<file path="src/rtl/spart_rx.sv">
// SPART receiver: 16x oversampled 8N1 deserializer with a one-byte receive buffer
// and data-available, framing-error and overrun status.
module spart_rx (
    input  logic       clk,
    input  logic       rst,
    input  logic       baud_en,
    input  logic       rxd,
    input  logic       rd_ack,
    output logic [7:0] rx_data,
    output logic       rda,
    output logic       frame_err,
    output logic       overrun
);

    localparam int unsigned DATA_W = 8;
    localparam int unsigned TCNT_W = 4;
    localparam int unsigned BIDX_W = 3;

    typedef enum logic [1:0] {
        IDLE  = 2'd0,
        START = 2'd1,
        DATA  = 2'd2,
        STOP  = 2'd3
    } state_e;

    state_e              state_q,     state_d;
    logic [TCNT_W-1:0]   tcnt_q,      tcnt_d;
    logic [BIDX_W-1:0]   bidx_q,      bidx_d;
    logic [DATA_W-1:0]   shreg_q,     shreg_d;
    logic [DATA_W-1:0]   rx_data_q,   rx_data_d;
    logic                rda_q,       rda_d;
    logic                frame_err_q, frame_err_d;
    logic                overrun_q,   overrun_d;
    logic                rx_meta_q,   rx_meta_d;
    logic                rxs_q,       rxs_d;
    logic                load_c;

    always_ff @(posedge clk or posedge rst) begin
        if (rst) begin
            state_q     <= IDLE;
            tcnt_q      <= '0;
            bidx_q      <= '0;
            shreg_q     <= '0;
            rx_data_q   <= '0;
            rda_q       <= 1'b0;
            frame_err_q <= 1'b0;
            overrun_q   <= 1'b0;
            rx_meta_q   <= 1'b1;
            rxs_q       <= 1'b1;
        end else begin
            state_q     <= state_d;
            tcnt_q      <= tcnt_d;
            bidx_q      <= bidx_d;
            shreg_q     <= shreg_d;
            rx_data_q   <= rx_data_d;
            rda_q       <= rda_d;
            frame_err_q <= frame_err_d;
            overrun_q   <= overrun_d;
            rx_meta_q   <= rx_meta_d;
            rxs_q       <= rxs_d;
        end
    end

    // Bit timing: everything advances only on baud_en ticks.
    always_comb begin
        state_d   = state_q;
        tcnt_d    = tcnt_q;
        bidx_d    = bidx_q;
        shreg_d   = shreg_q;
        load_c    = 1'b0;
        rx_meta_d = rxd;
        rxs_d     = rx_meta_q;

        if (baud_en) begin
            case (state_q)
                IDLE: begin
                    if (!rxs_q) begin
                        state_d = START;
                        tcnt_d  = '0;
                    end
                end
                START: begin
                    if (tcnt_q == TCNT_W'(7)) begin
                        if (rxs_q) begin
                            state_d = IDLE;
                        end else begin
                            state_d = DATA;
                            tcnt_d  = '0;
                            bidx_d  = '0;
                        end
                    end else begin
                        tcnt_d = tcnt_q + TCNT_W'(1);
                    end
                end
                DATA: begin
                    tcnt_d = tcnt_q + TCNT_W'(1);
                    if (tcnt_q == TCNT_W'(15)) begin
                        shreg_d[bidx_q] = rxs_q;
                        if (bidx_q == BIDX_W'(7)) begin
                            state_d = STOP;
                        end else begin
                            bidx_d = bidx_q + BIDX_W'(1);
                        end
                    end
                end
                STOP: begin
                    tcnt_d = tcnt_q + TCNT_W'(1);
                    if (tcnt_q == TCNT_W'(15)) begin
                        load_c  = 1'b1;
                        state_d = IDLE;
                    end
                end
                default: state_d = IDLE;
            endcase
        end
    end

    // Receive buffer: a load always wins over a simultaneous read acknowledge.
    always_comb begin
        rx_data_d   = rx_data_q;
        rda_d       = rda_q;
        frame_err_d = frame_err_q;
        overrun_d   = overrun_q;

        if (load_c) begin
            rx_data_d   = shreg_q;
            rda_d       = 1'b1;
            frame_err_d = ~rxs_q;
            overrun_d   = rda_q & ~rd_ack;
        end else if (rd_ack) begin
            rda_d     = 1'b0;
            overrun_d = 1'b0;
        end
    end

    assign rx_data   = rx_data_q;
    assign rda       = rda_q;
    assign frame_err = frame_err_q;
    assign overrun   = overrun_q;

endmodule

</file>
<file path="config.mk">
export PLATFORM = sky130hd
export DESIGN_NAME = spart_rx
export DESIGN_NICKNAME = d
export VERILOG_FILES = /design/src/rtl/spart_rx.sv
export SDC_FILE = /design/constraint.sdc
export NUM_CORES = 1
export LEC_CHECK = 0
export CORE_MARGIN = 2
export CORE_UTILIZATION = 59
export DETAILED_ROUTE_END_ITERATION = 6
export PLACE_DENSITY = 0.83
export REMOVE_ABC_BUFFERS = 1
export SLEW_MARGIN = 40
export SYNTH_ARGS = -nofsm -noshare
export SYNTH_HDL_FRONTEND = slang
export SYNTH_SLANG_ARGS = --single-unit
</file>
<file path="constraint.sdc">
create_clock -name clk -period 2.8 [get_ports clk]
set_input_delay 0.28 -clock clk [delete_from_list [all_inputs] [get_ports clk]]
set_output_delay 0.28 -clock clk [all_outputs]
set_load 0.01 [all_outputs]
</file>
==> flow_summary_export.csv, run 1 <==
group,metric,value,unit
layout,final_util,0.737,
global_routing,grt_pass1_wl,4240,um
power_and_ir_drop,ir_drop,591,uV
yosys,async_reset_ff_frac,1.00,
floorplan,rows,17,
sta,timing.final.crit_share,0.703,
yosys,synth_flop_cell,"dfrtp_1",
drt,first_pass_iters,4,
yosys,syn-cell-area,1430,sq um
drt,wirelength,2490,um
clock_network,cts_num_sinks,30,
floorplan,initial_utilization,0.635,
global_routing,grt_remaining_overflow,0,
layout,final_layout_size_suffix_gt1_frac,0.213,
setup_path,r2r_start,"tcnt_q[0]",
drt,vias_per_cell,6.08,
flow_run,maxCapViolCount,0,
sta,slew_headroom,0.712,
drt,drt_iter0_markers,14,
setup_path,r2r_setup_slack,830,ps
floorplan,core_area,2250,sq um
global_routing,grt_usage,0.217,
sta,setup_viol,0,
layout,antennaDiodeCount,0,
clock_network,clk_path_buf_depth,2,
drt,antenna_left,0,
outcome,status,"finished clean",
clock_network,clkLatencyLatePin,330,ps
power_and_ir_drop,power_density,718,nW/um^2
setup_path,crit_required,3010,ps
sta,tns,0,ps
hold_path,hold_class,"primary input to async pin",
sta,rsz0062_at_grt,"false",
setup_path,rr_worst_depth,4,
setup_path,crit_path_start_kind,"flop",
yosys,postSynthCellCount,122,
floorplan,io_pins,16,
clock_network,postCtsHoldBufs,0,
place,port_buffers,15,
place,hpwl,1740,um
drt,routedWlPerCell,14.8,um
sta,fin_crit,1970,ps
floorplan,die_h,53.3,um
yosys,yosysMostFrequentCell,"dfrtp_1",
layout,nFillCells,173,
yosys,synth-edff-count,0,
yosys,synth_top_area_cell,"dfrtp_1",
clock_network,cts_tree,"built",
yosys,synth_warnings,0,
yosys,avgSynthCellArea,11.7,sq um
layout,area_growth,16.0,%
setup_path,critical_path_class,"flop to flop",
place,gp_congestion,0.763,
yosys,netlist.area_leader.share,0.489,
clock_network,htree_num_levels,2,
sta,finClkSkew,15.0,ps
drt,route.detailed.drc,0,
global_routing,grt_pass1_vias,958,
setup_path,end_kind,"flop",
yosys,synth_seq_area_share,0.526,
yosys,synth_common_cells,"dfrtp_1 (28), mux2_2 (16), inv_1 (7), nand3_1 (6), nand2_1 (5)",
clock_network,root_buffer,"clkbuf_4",
sta,tightest_slew,433,ps
floorplan,die_w,53.3,um
drt,vias,1028,
sta,fmax,508,MHz
floorplan,die_area,2840,sq um
power_and_ir_drop,p_leak,0.748,nW
yosys,ys_ff_latch,30,
yosys,synthTopCellsByArea,"dfrtp_1 (49%), mux2_2 (13%), dfstp_2 (3.7%)",
setup_path,cp-startpoint,"tcnt_q[0]",
setup_path,crit_end,"rx_data[6]",
layout,fin_nets,148,
sta,timing_hold_violations_final,0,
global_routing,antenna_found_initial,0,
setup_path,cp.arrival,2170,ps
setup_path,r2r-end,"rx_data[6]",
clock_network,cts_buffers,5,
sta,maxSlewViolCount,0,
clock_network,cts_setup_buffers,0,
sta,worst_slack,831,ps
setup_path,path_max_fanout,14,
clock_network,ctsResizeCount,0,
place,place_ws,619,ps
global_routing,grt_max_degree,31,
yosys,ys_types,37,
clock_network,path_clk_slew,90,ps
-- critical path, cell delays in order, from the launching register on --
cell	delay, ps
dfrtp_1	400
ha_1	280
nand4_2	330
nor2_2	460
mux2_2	390
-- how the worst min path moves through the flow --
| stage | cells past startpoint | endpoint | start | slack (ps) |
|---|---|---|---|---|
| 2_1_floorplan | 0 | rx_meta_q | rxd | 280 |
| 3_3_place_gp | 0 | rxs_q | rx_meta_q | 350 |
| 3_5_place_dp | 0 | rxs_q | rx_meta_q | 350 |
| 4_1_cts | 3 | bidx_q[0] | rst | 340 |
| 5_1_grt | 1 | rx_meta_q | rxd | 350 |
| 6_report | 3 | tcnt_q[2] | rst | 320 |
-- per-layer routing --
layer	share of wire	track usage	wire (um)	vias up
li1	-	-	-	484
met1	0.45	0.282	1130	504
met2	0.47	0.321	1170	34
met3	0.055	0.0678	137	6
met4	0.020	0.115	51	0
met5	0	0	0	-
-- layout by cell type (no fill, tap or decap), types with 2 or more instances in the layout --
master / instances
dfstp_2: 2
o21ai_0: 4
or3b_2: 2
dfrtp_1: 28
nor4_1: 2
nor3_1: 4
nand3_1: 6
nand2_1: 5
clkdlybuf4s50_1: 15
nand4bb_1: 2
nor2b_1: 2
clkbuf_1: 2
mux2_2: 16
nand2b_1: 3
clkbuf_4: 5
nor2_1: 2
o211ai_1: 4
inv_1: 7
mux2i_1: 3
a21oi_1: 3
ha_1: 3
o22ai_1: 3
-- stage by stage --
stage               total power [W]  hold slack (ps)  cell area (sq um)  instances
global route                0.00128              352               1660        169
detailed placement         0.000939              351               1600        161
global placement           0.000913              348               1600        161
CTS                         0.00120              336               1660        169
finish                      0.00119              319               1660        169
floorplan                  0.000839              284               1410        117
-- power by group --
group          total, W  switching, W  internal (W)
clock          0.000265      0.000141      0.000124
combinational  0.000304      0.000147      0.000157
sequential     0.000625      0.000126      0.000499
-- final cells by class --
cell class                 count  area (sq um)  share of cell area
sequential                    30           753               0.453
multi-input combinational     80           631               0.380
timing repair buffer          16           158              0.0949
clock buffer                   8          58.8              0.0354
tap                           28          35.0              0.0211
inverter                       7          26.3              0.0158
-- logic make-up after synthesis --
logic type	share of synthesized area
fa+ha+maj	0.0262
xor+xnor	0.00611
buf+inv	0.0341
compound gates	0.0926
mux	0.147
flops	0.526
simple gates	0.169
-- registers in the layout (all words and copies together) (netlist names), named ones only --
name / count
rx_data: 8
shreg_q: 8
frame_err: 1
tcnt_q: 4
rx_meta_q: 1
rxs_q: 1
overrun: 1
rda: 1
state_q: 1
bidx_q: 3
No activity file was read; power rests on OpenSTA's default activity.
==> run 2, diff against run 1 <==
--- a/config.mk
+++ b/config.mk
@@ -6,9 +6,9 @@
 export NUM_CORES = 1
 export LEC_CHECK = 0
 export CORE_MARGIN = 2
-export CORE_UTILIZATION = 59
+export CORE_UTILIZATION = 49
 export DETAILED_ROUTE_END_ITERATION = 6
-export PLACE_DENSITY = 0.83
+export PLACE_DENSITY = 0.74
 export REMOVE_ABC_BUFFERS = 1
 export SLEW_MARGIN = 40
 export SYNTH_ARGS = -nofsm -noshare
==> constraint.sdc (replaced) <==
create_clock -name clk -period 1.8 [get_ports clk]
set_input_delay 0.18 -clock clk [delete_from_list [all_inputs] [get_ports clk]]
set_output_delay 0.18 -clock clk [all_outputs]
set_load 0.01 [all_outputs]
==> run 2 against run 1 <==
Setup slack got worse by 770 ps. Combinational power rose by 120%. Clock power rose by 98%. Register-to-register slack got worse by 770 ps. Non-clock buffer count rose by 11. Die area rose by 19%. Via count rose by 3.2%. First-iteration DRC count rose to 3.4 times the previous value. Critical endpoint is now shreg_q[4].
==> flow_summary_export.csv, run 2 (synthesized netlist as in run 1, its figures left out) <==
group,metric,value,unit
clock_network,postCtsHoldBufs,0,
clock_network,cts_buffers,5,
power_and_ir_drop,p_int,0.00139,W
power_and_ir_drop,power_density,1170,nW/um^2
power_and_ir_drop,p_leak,0.813,nW
layout,layout_commonest_cell,"dfrtp_1",
global_routing,grt_remaining_overflow,0,
global_routing,grt_pass1_vias,1036,
clock_network,htree_num_levels,2,
layout,fin_nets,159,
setup_path,crit_required,2030,ps
drt,wl_met1,1210,um
setup_path,cp.arrival,1970,ps
setup_path,end_kind,"flop",
place,hpwl,1820,um
place,port_buffers,15,
clock_network,cts_tree,"built",
global_routing,grt_pass1_wl,4660,um
power_and_ir_drop,seq_power_share,0.426,
drt,highest_layer,"met4",
power_and_ir_drop,ir_drop,801,uV
hold_path,hold_class,"primary input to async pin",
layout,antennaDiodeCount,0,
floorplan,die_h,58.1,um
outcome,status,"finished clean",
clock_network,clk_path_buf_depth,2,
drt,first_pass_iters,4,
setup_path,critical_path_class,"flop to flop",
global_routing,grt_usage,0.185,
global_routing,grt_max_degree,31,
clock_network,root_buffer,"clkbuf_4",
drt,antenna_left,0,
sta,finClkSkew,9.98,ps
place,gp_congestion,0.794,
clock_network,cts_num_sinks,30,
power_and_ir_drop,pwr-share-comb,0.322,
sta,hold_slack,218,ps
sta,timing.final.crit_share,0.968,
power_and_ir_drop,p_clk_frac,0.252,
power_and_ir_drop,p_sw_frac,0.333,
layout,final_layout_size_suffix_gt1_frac,0.296,
drt,wl_met2,1280,um
floorplan,die_w,58.1,um
sta,fin_crit,1740,ps
flow_run,maxCapViolCount,0,
power_and_ir_drop,power,0.00208,W
setup_path,path_max_fanout,4,
floorplan,io_pins,16,
drt,vias,1061,
layout,area_growth,23.7,%
sta,slew_headroom,0.720,
drt,met3_length,131,um
sta,maxSlewViolCount,0,
drt,routedWlPerCell,14.6,um
setup_path,crit_path_start_kind,"flop",
drt,wirelength,2670,um
power_and_ir_drop,switchingPower,0.000693,W
floorplan,rows,19,
drt,route.detailed.drc,0,
clock_network,path_clk_slew,100,ps
sta,tns,0,ps
layout,final_util,0.642,
global_routing,antenna_found_initial,0,
floorplan,initial_utilization,0.520,
drt,drt_iter0_markers,48,
layout,mostFrequentLayoutCells,"dfrtp_1 (26), mux2_2 (16), clkdlybuf4s50_1 (15)",
setup_path,rr_worst_depth,4,
floorplan,die_area,3370,sq um
floorplan,core_area,2760,sq um
sta,setup_viol,0,
sta,tightest_slew,415,ps
sta,rsz0062_at_grt,"false",
sta,timing_hold_violations_final,0,
clock_network,clkLatencyLatePin,330,ps
drt,vias_per_cell,5.80,
sta,fmax,574,MHz
[run 2: cell types whose count changed in the layout (fill, tap and decap cells not counted)]
cell       change
buf_4         +11
clkbuf_1       -2
clkinv_2       +2
dfrtp_1        -2
dfrtp_2        +2
bufinv_16      +1
clkbuf_8       -1
or3b_2         -1
or3b_4         +1
[run 2: layout make-up]
class	instances	area, sq um
Sequential cell	30	756
Fill cell	246	986
Timing Repair Buffer	27	240
Clock buffer	5	37.5
Inverter	7	26.3
Clock inverter	3	40.0
Tap cell	31	38.8
Multi-Input combinational cell	80	633
[run 2: timing repair]
| item | 4_1_cts | 5_1_grt |
|---|---|---|
| setup buffers | 0 | 2 |
| endpoints found under the setup margin | 0 | 3 |
| gates resized for setup | 0 | 3 |
[run 2: path summary, 6_finish.rpt]
| check | from | end | slack (ps) |
|---|---|---|---|
| min in group clk | rxd | rx_meta_q | 260 |
| min | rst | tcnt_q[2] | 220 |
| max reg2reg | bidx_q[0] | shreg_q[4] | 60 |
| max | bidx_q[0] | shreg_q[4] | 60 |
| max in group asynchronous | rst | rx_meta_q | 1270 |
| min reg2reg | rx_meta_q | rxs_q | 360 |
[run 2: worst max-delay path: stages (launching register included)]
cell,delay (ps)
dfrtp_2,440
buf_4,150
or4b_1,490
nor3_1,200
mux2_2,360
[run 2: power by group through the flow]
stage / logic, W / registers (W) / clock network [W]
after CTS: 0.000645 / 0.000886 / 0.000535
after global placement: 0.000616 / 0.000891 / 0
after global routing: 0.000741 / 0.000903 / 0.000573
after floorplan: 0.000376 / 0.000930 / 0
after detailed placement: 0.000638 / 0.000900 / 0
final: 0.000671 / 0.000886 / 0.000525
[run 2: stage by stage]
| stage | setup WS [ps] | cells | instance area (sq um) |
|---|---|---|---|
| finish | 58.2 | 183 | 1770 |
| global route | 6.80 | 183 | 1770 |
| CTS | 29.0 | 181 | 1750 |
| detailed placement | 18.2 | 173 | 1670 |
| global placement | 67.7 | 173 | 1670 |
| floorplan | 97.2 | 117 | 1410 |
[run 2: layer usage]
metal	track usage	up-vias
met1	0.243	522
met3	0.0603	6
met2	0.287	24
li1	-	509
met5	0	-
met4	0.0698	0
